--- src/rtl/uart_pkg.sv ---
// ---------------------------------------------------------------------------
// uart_pkg
// Shared definitions for the uart_tx_gen2 transmitter and its input FIFO:
//   - tx_state_t : transmitter FSM states (BREAK only when UART_TX_BREAK_EN
//                  is defined)
//   - PAR_EVEN / PAR_ODD : values of the Parity_TYP input
//   - STOP_ONE / STOP_TWO : values of the Stop2 input
//   - clog2()    : ceiling log2, used to size pointers and the level output
//   - parity_bit(): parity bit from the XOR of the payload and parity type
// ---------------------------------------------------------------------------
package uart_pkg;

  typedef enum logic [2:0] {
    IDLE,
    START,
    DATA,
    PARITY,
    STOP
`ifdef UART_TX_BREAK_EN
    ,
    BREAK
`endif
  } tx_state_t;

  localparam logic PAR_EVEN = 1'b0;
  localparam logic PAR_ODD  = 1'b1;

  localparam logic STOP_ONE = 1'b0;
  localparam logic STOP_TWO = 1'b1;

  // Ceiling log2; clog2(1) = 0, clog2(4) = 2, clog2(5) = 3.
  function automatic int clog2(input int value);
    int result;
    int rem;
    result = 0;
    rem    = value - 1;
    while (rem > 0) begin
      result = result + 1;
      rem    = rem >> 1;
    end
    return result;
  endfunction

  // Odd parity is the inverted XOR of the payload.
  function automatic logic parity_bit(input logic data_xor, input logic par_typ);
    return data_xor ^ (par_typ == PAR_ODD);
  endfunction

endpackage

--- src/rtl/uart_tx_fifo.sv ---
// ---------------------------------------------------------------------------
// uart_tx_fifo
// Synchronous first-word-fall-through FIFO feeding the UART transmitter.
// rdata always shows the oldest word; pop consumes it at the clock edge.
// Pushes while full and pops while empty are ignored.
//
// Ports:
//   Clk    in   system clock
//   Reset  in   asynchronous, active-high reset (empties the FIFO)
//   push   in   write request
//   wdata  in   DATA_WIDTH word to write
//   pop    in   read request
//   rdata  out  oldest word (valid when !empty)
//   full   out  FIFO holds FIFO_DEPTH words
//   empty  out  FIFO holds no words
//   level  out  number of words held, clog2(FIFO_DEPTH)+1 bits
// ---------------------------------------------------------------------------
module uart_tx_fifo
  import uart_pkg::*;
#(
  parameter int DATA_WIDTH = 8,
  parameter int FIFO_DEPTH = 4
) (
  input  logic                          Clk,
  input  logic                          Reset,
  input  logic                          push,
  input  logic [DATA_WIDTH-1:0]         wdata,
  input  logic                          pop,
  output logic [DATA_WIDTH-1:0]         rdata,
  output logic                          full,
  output logic                          empty,
  output logic [clog2(FIFO_DEPTH):0]    level
);

  localparam int AW = clog2(FIFO_DEPTH);
  localparam int LW = AW + 1;

  logic [DATA_WIDTH-1:0] mem [FIFO_DEPTH];
  logic [AW-1:0]         wr_ptr;
  logic [AW-1:0]         rd_ptr;
  logic                  push_en;
  logic                  pop_en;

  assign full    = (level == LW'(FIFO_DEPTH));
  assign empty   = (level == '0);
  assign push_en = push && !full;
  assign pop_en  = pop && !empty;
  assign rdata   = mem[rd_ptr];

  // NOTE: the storage array has no reset; only pointers and level define
  // which entries are valid, so clearing the data would buy nothing.
  always_ff @(posedge Clk) begin
    if (push_en) begin
      mem[wr_ptr] <= wdata;
    end
  end

  // NOTE: sequential state uses non-blocking assignments so every register
  // samples pre-edge values regardless of statement order.
  always_ff @(posedge Clk or posedge Reset) begin
    if (Reset) begin
      wr_ptr <= '0;
      rd_ptr <= '0;
      level  <= '0;
    end else begin
      if (push_en) begin
        wr_ptr <= (wr_ptr == AW'(FIFO_DEPTH - 1)) ? '0 : wr_ptr + AW'(1);
      end
      if (pop_en) begin
        rd_ptr <= (rd_ptr == AW'(FIFO_DEPTH - 1)) ? '0 : rd_ptr + AW'(1);
      end
      // Simultaneous push and pop leaves the level unchanged.
      if (push_en && !pop_en) begin
        level <= level + LW'(1);
      end else if (pop_en && !push_en) begin
        level <= level - LW'(1);
      end
    end
  end

endmodule

--- src/rtl/uart_tx_gen2.sv ---
// ---------------------------------------------------------------------------
// uart_tx_gen2
// Parametrised UART transmitter with an input FIFO, runtime baud prescaler,
// optional even/odd parity and 1 or 2 stop bits. Words are sent LSB-first.
// Frame settings (Parity_EN, Parity_TYP, Stop2, Prescale) are captured when
// a word is popped from the FIFO and hold for that whole frame. A non-empty
// FIFO at the end of STOP starts the next frame with no idle gap.
//
// Optional feature macro: UART_TX_BREAK_EN
//   Adds input Send_Break and state BREAK. From IDLE, Send_Break holds the
//   line low (priority over pending words); on release one bit time of high
//   is driven before returning to IDLE. Requests during a frame wait until
//   the frame is over.
//
// Ports:
//   Clk          in   system clock
//   Reset        in   asynchronous, active-high reset
//   P_Data       in   DATA_WIDTH word to transmit
//   D_Valid      in   P_Data valid
//   D_Ready      out  FIFO can accept (transfer on D_Valid & D_Ready)
//   Parity_EN    in   1 = parity bit after data
//   Parity_TYP   in   0 = even, 1 = odd
//   Stop2        in   1 = two stop bits, 0 = one
//   Prescale     in   each serial bit lasts Prescale+1 Clk cycles
//   Send_Break   in   (UART_TX_BREAK_EN only) request a line break
//   busy         out  FIFO non-empty or frame in progress (registered)
//   Serial_Data  out  TX line, idle high (registered)
//   Fifo_Level   out  words held in the FIFO
// ---------------------------------------------------------------------------
module uart_tx_gen2
  import uart_pkg::*;
#(
  parameter int DATA_WIDTH = 8,
  parameter int FIFO_DEPTH = 4,
  parameter int PRESCALE_W = 8
) (
  input  logic                          Clk,
  input  logic                          Reset,
  input  logic [DATA_WIDTH-1:0]         P_Data,
  input  logic                          D_Valid,
  output logic                          D_Ready,
  input  logic                          Parity_EN,
  input  logic                          Parity_TYP,
  input  logic                          Stop2,
  input  logic [PRESCALE_W-1:0]         Prescale,
`ifdef UART_TX_BREAK_EN
  input  logic                          Send_Break,
`endif
  output logic                          busy,
  output logic                          Serial_Data,
  output logic [clog2(FIFO_DEPTH):0]    Fifo_Level
);

  localparam int CNT_W = (clog2(DATA_WIDTH) < 1) ? 1 : clog2(DATA_WIDTH);

  tx_state_t             state;
  logic [PRESCALE_W-1:0] bit_tmr;
  logic [PRESCALE_W-1:0] prescale_l;
  logic [CNT_W-1:0]      bit_cnt;
  logic [DATA_WIDTH-1:0] shift_reg;
  logic                  par_bit;
  logic                  par_en_l;
  logic                  stop2_l;
  logic                  stop_cnt;

  logic [DATA_WIDTH-1:0] fifo_rdata;
  logic                  fifo_full;
  logic                  fifo_empty;
  logic                  fifo_pop;
  logic                  brk_req;
  logic                  tmr_done;
  logic                  last_stop;

`ifdef UART_TX_BREAK_EN
  logic                  brk_rel;
  assign brk_req = Send_Break;
`else
  assign brk_req = 1'b0;
`endif

  assign D_Ready   = !fifo_full;
  assign tmr_done  = (bit_tmr == prescale_l);
  assign last_stop = (stop2_l == STOP_ONE) || stop_cnt;

  // The FSM takes a word either from IDLE or at the very end of the last
  // stop bit (back-to-back frames). A pending break blocks both.
  assign fifo_pop = !fifo_empty && !brk_req &&
                    ((state == IDLE) ||
                     ((state == STOP) && tmr_done && last_stop));

  uart_tx_fifo #(
    .DATA_WIDTH (DATA_WIDTH),
    .FIFO_DEPTH (FIFO_DEPTH)
  ) u_fifo (
    .Clk   (Clk),
    .Reset (Reset),
    .push  (D_Valid),
    .wdata (P_Data),
    .pop   (fifo_pop),
    .rdata (fifo_rdata),
    .full  (fifo_full),
    .empty (fifo_empty),
    .level (Fifo_Level)
  );

  always_ff @(posedge Clk or posedge Reset) begin
    if (Reset) begin
      state       <= IDLE;
      Serial_Data <= 1'b1;
      busy        <= 1'b0;
      bit_tmr     <= '0;
      prescale_l  <= '0;
      bit_cnt     <= '0;
      shift_reg   <= '0;
      par_bit     <= 1'b0;
      par_en_l    <= 1'b0;
      stop2_l     <= STOP_ONE;
      stop_cnt    <= 1'b0;
`ifdef UART_TX_BREAK_EN
      brk_rel     <= 1'b0;
`endif
    end else begin
      busy <= (state != IDLE) || (Fifo_Level != '0);

      // Bit timer free-runs 0..prescale_l in every active state.
      if (state != IDLE) begin
        bit_tmr <= tmr_done ? '0 : bit_tmr + PRESCALE_W'(1);
      end

      case (state)
        IDLE: begin
          Serial_Data <= 1'b1;
`ifdef UART_TX_BREAK_EN
          if (brk_req) begin
            state       <= BREAK;
            Serial_Data <= 1'b0;
            bit_tmr     <= '0;
            prescale_l  <= Prescale;
            brk_rel     <= 1'b0;
          end
`endif
        end

        START: begin
          if (tmr_done) begin
            state       <= DATA;
            bit_cnt     <= '0;
            Serial_Data <= shift_reg[0];
            shift_reg   <= shift_reg >> 1;
          end
        end

        DATA: begin
          if (tmr_done) begin
            if (bit_cnt == CNT_W'(DATA_WIDTH - 1)) begin
              if (par_en_l) begin
                state       <= PARITY;
                Serial_Data <= par_bit;
              end else begin
                state       <= STOP;
                Serial_Data <= 1'b1;
                stop_cnt    <= 1'b0;
              end
            end else begin
              bit_cnt     <= bit_cnt + CNT_W'(1);
              Serial_Data <= shift_reg[0];
              shift_reg   <= shift_reg >> 1;
            end
          end
        end

        PARITY: begin
          if (tmr_done) begin
            state       <= STOP;
            Serial_Data <= 1'b1;
            stop_cnt    <= 1'b0;
          end
        end

        STOP: begin
          if (tmr_done) begin
            if (!last_stop) begin
              stop_cnt <= 1'b1;
            end else begin
              state       <= IDLE;
              Serial_Data <= 1'b1;
            end
          end
        end

`ifdef UART_TX_BREAK_EN
        BREAK: begin
          if (!brk_rel) begin
            // Hold the line low with the timer parked until release.
            bit_tmr     <= '0;
            Serial_Data <= 1'b0;
            if (!brk_req) begin
              brk_rel     <= 1'b1;
              Serial_Data <= 1'b1;
            end
          end else if (tmr_done) begin
            state   <= IDLE;
            brk_rel <= 1'b0;
          end
        end
`endif

        default: begin
          state       <= IDLE;
          Serial_Data <= 1'b1;
        end
      endcase

      // A pop overrides the transition chosen above: load the next word,
      // capture its frame settings and start driving the start bit.
      if (fifo_pop) begin
        state       <= START;
        Serial_Data <= 1'b0;
        bit_tmr     <= '0;
        shift_reg   <= fifo_rdata;
        par_bit     <= parity_bit(^fifo_rdata, Parity_TYP);
        par_en_l    <= Parity_EN;
        stop2_l     <= Stop2;
        prescale_l  <= Prescale;
      end
    end
  end

endmodule

--- config.mk ---
export PLATFORM = sky130hd
export DESIGN_NAME = uart_tx_gen2
export DESIGN_NICKNAME = d
export VERILOG_FILES = /design/src/rtl/uart_pkg.sv /design/src/rtl/uart_tx_fifo.sv /design/src/rtl/uart_tx_gen2.sv
export SDC_FILE = /design/constraint.sdc
export NUM_CORES = 1
export LEC_CHECK = 0
export CAP_MARGIN = 5
export CORE_ASPECT_RATIO = 1.25
export CORE_UTILIZATION = 52
export DETAILED_ROUTE_END_ITERATION = 8
export PLACE_DENSITY = 0.77
export SLEW_MARGIN = 15
export SYNTH_ARGS = -nofsm -noshare
export SYNTH_HDL_FRONTEND = slang
export SYNTH_SLANG_ARGS = --single-unit
export TNS_END_PERCENT = 100
--- constraint.sdc ---
create_clock -name Clk -period 2.7 [get_ports Clk]
set_clock_uncertainty 0.05 [all_clocks]
set_input_delay 0.27 -clock Clk [delete_from_list [all_inputs] [get_ports Clk]]
set_output_delay 0.27 -clock Clk [all_outputs]
set_load 0.01 [all_outputs]
# Word-level counts from Yosys, hierarchy flattened

Memory sizes are Yosys's and may differ from the RTL's.
Index checks and enable logic that the tools add are counted.

Muxes and demuxes: 43
Eq/ne operators: 25
Bitwise operators: 2
Add/subtract/negate cells: 6
Reductions and logical operators: 29

Operators by type and width:

| operator                                                               | count |
|---|---|
| 8-bit two-way mux                                                      | 7 |
| 3-bit two-way mux                                                      | 13 |
| 3-bit by 2-bit != test with 1-bit output (second input constant)       | 7 |
| 1-bit two-way mux                                                      | 16 |
| 2-bit != test (second input constant)                                  | 8 |
| 8-bit case mux with 2 select lines                                     | 1 |
| 3-bit case mux with 5 select lines                                     | 1 |
| 7-bit AND reduction                                                    | 2 |
| 3-bit nonzero test                                                     | 4 |
| 3-bit equality test (second input constant)                            | 3 |
| 8-bit by 1-bit adder with 8-bit output (second input constant)         | 1 |
| 8-bit equality test                                                    | 1 |
| 4-bit AND reduction                                                    | 2 |
| 8-bit parity                                                           | 1 |
| 1-bit logical AND                                                      | 7 |
| 3-bit by 1-bit adder with 3-bit output (second input constant)         | 2 |
| 3-bit by 2-bit equality test with 1-bit output (second input constant) | 2 |
| 3-bit logical NOT                                                      | 2 |
| 3-bit case mux with 2 select lines                                     | 1 |
| 2-bit nonzero test                                                     | 3 |
| 5-bit AND reduction                                                    | 1 |
| 2-bit by 1-bit adder with 2-bit output (second input constant)         | 2 |
| 2-bit equality test (second input constant)                            | 2 |
| 1-bit logical NOT                                                      | 4 |
| other kinds (9)                                                        | 12 |

RAM bits: 32
Input port bits: 22
Output and inout port bits: 6
Register bits: 43
Memories: 1

Memory list:

| memory     | depth | bits a word | rd ports | clocked after memory_dff | write ports | RTL line           | text |
|---|---|---|---|---|---|---|---|
| u_fifo.mem | 4     | 8           | 1        | 0                        | 1           | uart_tx_fifo.sv:38 | `logic [DATA_WIDTH-1:0] mem [FIFO_DEPTH];` |

# Logic depth before layout (Yosys ltp)

Word-level depth: 9
Gate-level depth with buffers: 11

# Hierarchy

Synthesis repeated with hierarchy kept, for this count alone.

Cell total of the unflattened synthesis: 258
Area, all modules: 3563.4 um2

By module, submodules not included:

| module       | sequential area each (um2) | area each (um2) | instances | cells each |
|---|---|---|---|---|
| uart_tx_gen2 | 902.1                      | 1953.1          | 1         | 178 |
| uart_tx_fifo | 1136.1                     | 1610.3          | 1         | 80 |

# Least setup slack after synthesis

Ideal clock, no wire load.

Path type: flip-flop to flip-flop
From: register bit_tmr[2]
To: register u_fifo.level[1]
Setup slack: 0.137 ns
Library setup time: 0.125 ns
Path buffers: 1
Period minus slack after synthesis: 2.563 ns
Required time: 2.525 ns
Arrival time: 2.388 ns
Cell stages (with the launch flop): 10
Cells stage by stage: dfrtp_1 xnor2_1 nand4_1 o31ai_1 nand3_1 clkbuf_1 ha_1 inv_1 fa_1 mux2_2

Word-level cells in the longest chain between the ends: 9
Elaborated cells between the ends (all ways): 11
Classes of those cells: eq/ne: 1; mux: 1; reduce/logical: 9

RTL lines:

| what                                                    | RTL line            | text |
|---|---|---|
| from (decl)                                             | uart_tx_gen2.sv:57  | `logic [PRESCALE_W-1:0] bit_tmr;` |
| from (signal assigned)                                  | uart_tx_gen2.sv:127 | `bit_tmr <= tmr_done ? '0 : bit_tmr + PRESCALE_W'(1);` |
| 8-bit equality test *                                   | uart_tx_gen2.sv:82  | `assign tmr_done = (bit_tmr == prescale_l);` |
| 1-bit logical AND * (2 in a row)                        | uart_tx_gen2.sv:89  | `((state == STOP) && tmr_done && last_stop));` |
| 1-bit logical OR *                                      | uart_tx_gen2.sv:88  | `((state == IDLE) \|\|` |
| 1-bit logical AND *                                     | uart_tx_gen2.sv:87  | `assign fifo_pop = !fifo_empty && !brk_req &&` |
| 1-bit logical AND *                                     | uart_tx_fifo.sv:47  | `assign pop_en = pop && !empty;` |
| 1-bit logical NOT                                       | uart_tx_fifo.sv:73  | `if (push_en && !pop_en) begin` |
| 1-bit logical AND                                       | uart_tx_fifo.sv:73  |  |
| 3-bit two-way mux or 2-bit nonzero test (tied branches) | n/a                 |  |
| to (signal assigned)                                    | uart_tx_fifo.sv:74  | `level <= level + LW'(1);` |
| to (signal assigned)                                    | uart_tx_fifo.sv:76  | `level <= level - LW'(1);` |
| to (decl)                                               | uart_tx_fifo.sv:32  | `output logic [clog2(FIFO_DEPTH):0] level` |

Mark *: on every way between the ends. The rest lies on a longest branch, timed or not.
A chain may end at the register's enable or synchronous reset.

# Final worst setup path

Ends and elaborated chain as after synthesis.

==> qor.csv <==
metric,value,unit
ys_warn_count,0,
syn_nets,295,
layout_common_cells,"42 x dfrtp_1, 32 x edfxtp_1, 27 x clkdlybuf4s50_1, 17 x nor2_1, 15 x xnor2_1",
relSlewSlack,61.0,%
avgRoutedWirePerCell,15.0,um
clock_sinks,75,
hpwl,4070,um
grt_max_degree,44,
p_comb_share,36.7,%
ys.flop_type,dfrtp_1,
grt_pass1_vias,2110,
min_path_type,primary input to async pin,
place_inst,368,
period_needed,2470,ps
rsz0062_at_grt,false,
yosysUniqueCellTypes,42,
largest_reg_flops,32,
holdBufCountCts,0,
gp_congestion,0.806,
drt_iter0_drc,103,
setup_tns,0,ps
critPathCaptureType,flip-flop,
cts_htree_levels,3,
instances_no_fill,384,
drive_gt1_share,13.4,%
clk_pin_slew,90,ps
die_area,6960,um^2
cts_resized,0,
drv_slew,0,
cts_tree,built,
switching_share,34.2,%
pwr-share-seq,43.4,%
regMostFlops,u_fifo.mem,
boundaryPins,28,
synth-simple-area-share,9.81,%
place_ws,258,ps
use_met1,24.1,%
ir_worst_vdd,0.000578,V
clk_latency,350,ps
rows,32,
layout_commonest_cell,dfrtp_1,
synth.yosys.seq_area_share,59.2,%
portBuffers,27,
cts_buffers,9,
syn_inst,263,
setup_viol,0,
p_int,2910,uW
fmax,0.406,GHz
synth-xor-area-share,6.28,%
final_antenna_net_count,0,
synth_edf_count,32,
gr-usage-all-layers,19.2,%
p_switching,1510,uW
clkPwrFrac,19.9,%
cp.required,2880,ps
status,finished clean,
drt_pass1_iterations,4,
cts_buffer_depth,2,
grt-ovfl-total,0,
worst_pin_slew,584,ps
cp-start-kind,flip-flop,
nFillCells,495,
cts_root_buffer,clkbuf_8,
synth_top_family_by_area,multiplexers,
post-route-period-util,91.3,%
fin_nets,326,
n_antenna_cell,0,
cts_setup_buffers,0,
hold-worst-slack,306,ps
worst_slack,234,ps
critPathKind,flip-flop to flip-flop,
vias_per_cell,5.43,
via_count,2085,
maxCapViolations,0,
arrival,2650,ps
leakagePower,0.00163,uW
met3_usage,4.53,%
drt_wl_total,5760,um
coreArea,6290,um^2
start_util,54.8,%
gr-max-usage-layer,met2,
worstPathMaxFanout,5,
ys_seq_elements,75,
async_flop_share,57.3,%
syn_area,3440,um^2
finalHoldViolCount,0,
die_h,93.0,um
synthMuxAreaShare,11.0,%
avgSynthCellArea,13.1,um^2
synth-adder-area-share,3.85,%
grt_pass1_wl,9700,um
drc,0,
synth-compound-area-share,6.47,%
p_per_area,1110,nW/um^2
antenna_found_initial,0,
die_w,74.8,um
area_growth,16.0,%
grt_util_met2,31.0,%
## Yosys cell counts, types with 4 or more instances
library cell / number / share of area (%)
edfxtp_1: 32 / 28
nand2_1: 12 / 1.3
clkbuf_1: 6 / 0.65
nor2_1: 17 / 1.9
mux2_2: 12 / 3.9
mux4_2: 4 / 2.6
nand3_1: 12 / 1.7
and3_1: 5 / 0.91
o21ai_0: 13 / 1.9
mux2i_1: 5 / 1.5
a21oi_1: 7 / 1.0
ha_1: 9 / 3.3
mux4_1: 4 / 3.1
dfrtp_1: 42 / 31
xnor2_1: 15 / 3.8
xor2_1: 6 / 1.5
nand4_1: 6 / 1.1
inv_1: 14 / 1.5
nor3_1: 6 / 0.87
or3_1: 4 / 0.73
## critical path, stage by stage (launching register included)
cell and delay (ps):
dfrtp_1 450, xnor2_1 200, nand4_1 130, o31ai_1 330, nand3_1 190, ha_1 260, inv_1 70, fa_1 400
mux2_2 260
## power by group through the flow
stage	combinational (uW)	clock (uW)	sequential (uW)
floorplan	1360	0	1800
global placement	1600	0	1920
detailed placement	1640	0	1950
CTS	1650	899	1920
global route	1820	942	1970
finish	1620	878	1920
## layer usage
metal | vias up | wire length [um]
met5 | - | 0
met2 | 34 | 2920
met3 | 8 | 171
li1 | 1025 | -
met1 | 1018 | 2560
met4 | 0 | 109
## cells by family after synthesis
group,count (synthesis)
xor gates and xnor gates,23
AOI/OAI and AO/OA,35
adders and majority gates,10
DFF,75
and+or+nand+nor,69
buffers and inverters,26
muxes,25
## stage by stage
stage	total power [uW]	area [um^2]	util (%)
finish	4420	4000	63.6
global route	4730	4000	63.6
CTS	4470	4000	63.6
detailed placement	3580	3790	60.3
global placement	3510	3790	60.3
floorplan	3160	3440	-
## final timing paths
check | from | endpoint | slack (ps) | depth (start not counted)
setup / recovery | bit_tmr[2] | u_fifo.level[1] | 230 | 8
hold / removal | Reset | prescale_l[2] | 310 | 3
hold reg to reg | par_bit | par_bit | 430 | 2
setup reg to reg | bit_tmr[2] | u_fifo.level[1] | 230 | 8
min in group Clk | par_bit | par_bit | 430 | 2
max in group asynchronous | Reset | shift_reg[6] | 1900 | 3
## cell type report
class	instances	area, um^2	share of cell area (%)
Timing Repair Buffer	31	300	7.51
Clock inverter	7	81.3	2.04
Clock buffer	9	124	3.10
Sequential cell	75	2040	51.0
Multi-Input combinational cell	162	1290	32.3
Tap cell	85	106	2.66
Inverter	15	56.3	1.41
Note: power is estimated with default switching activity, not from simulation.
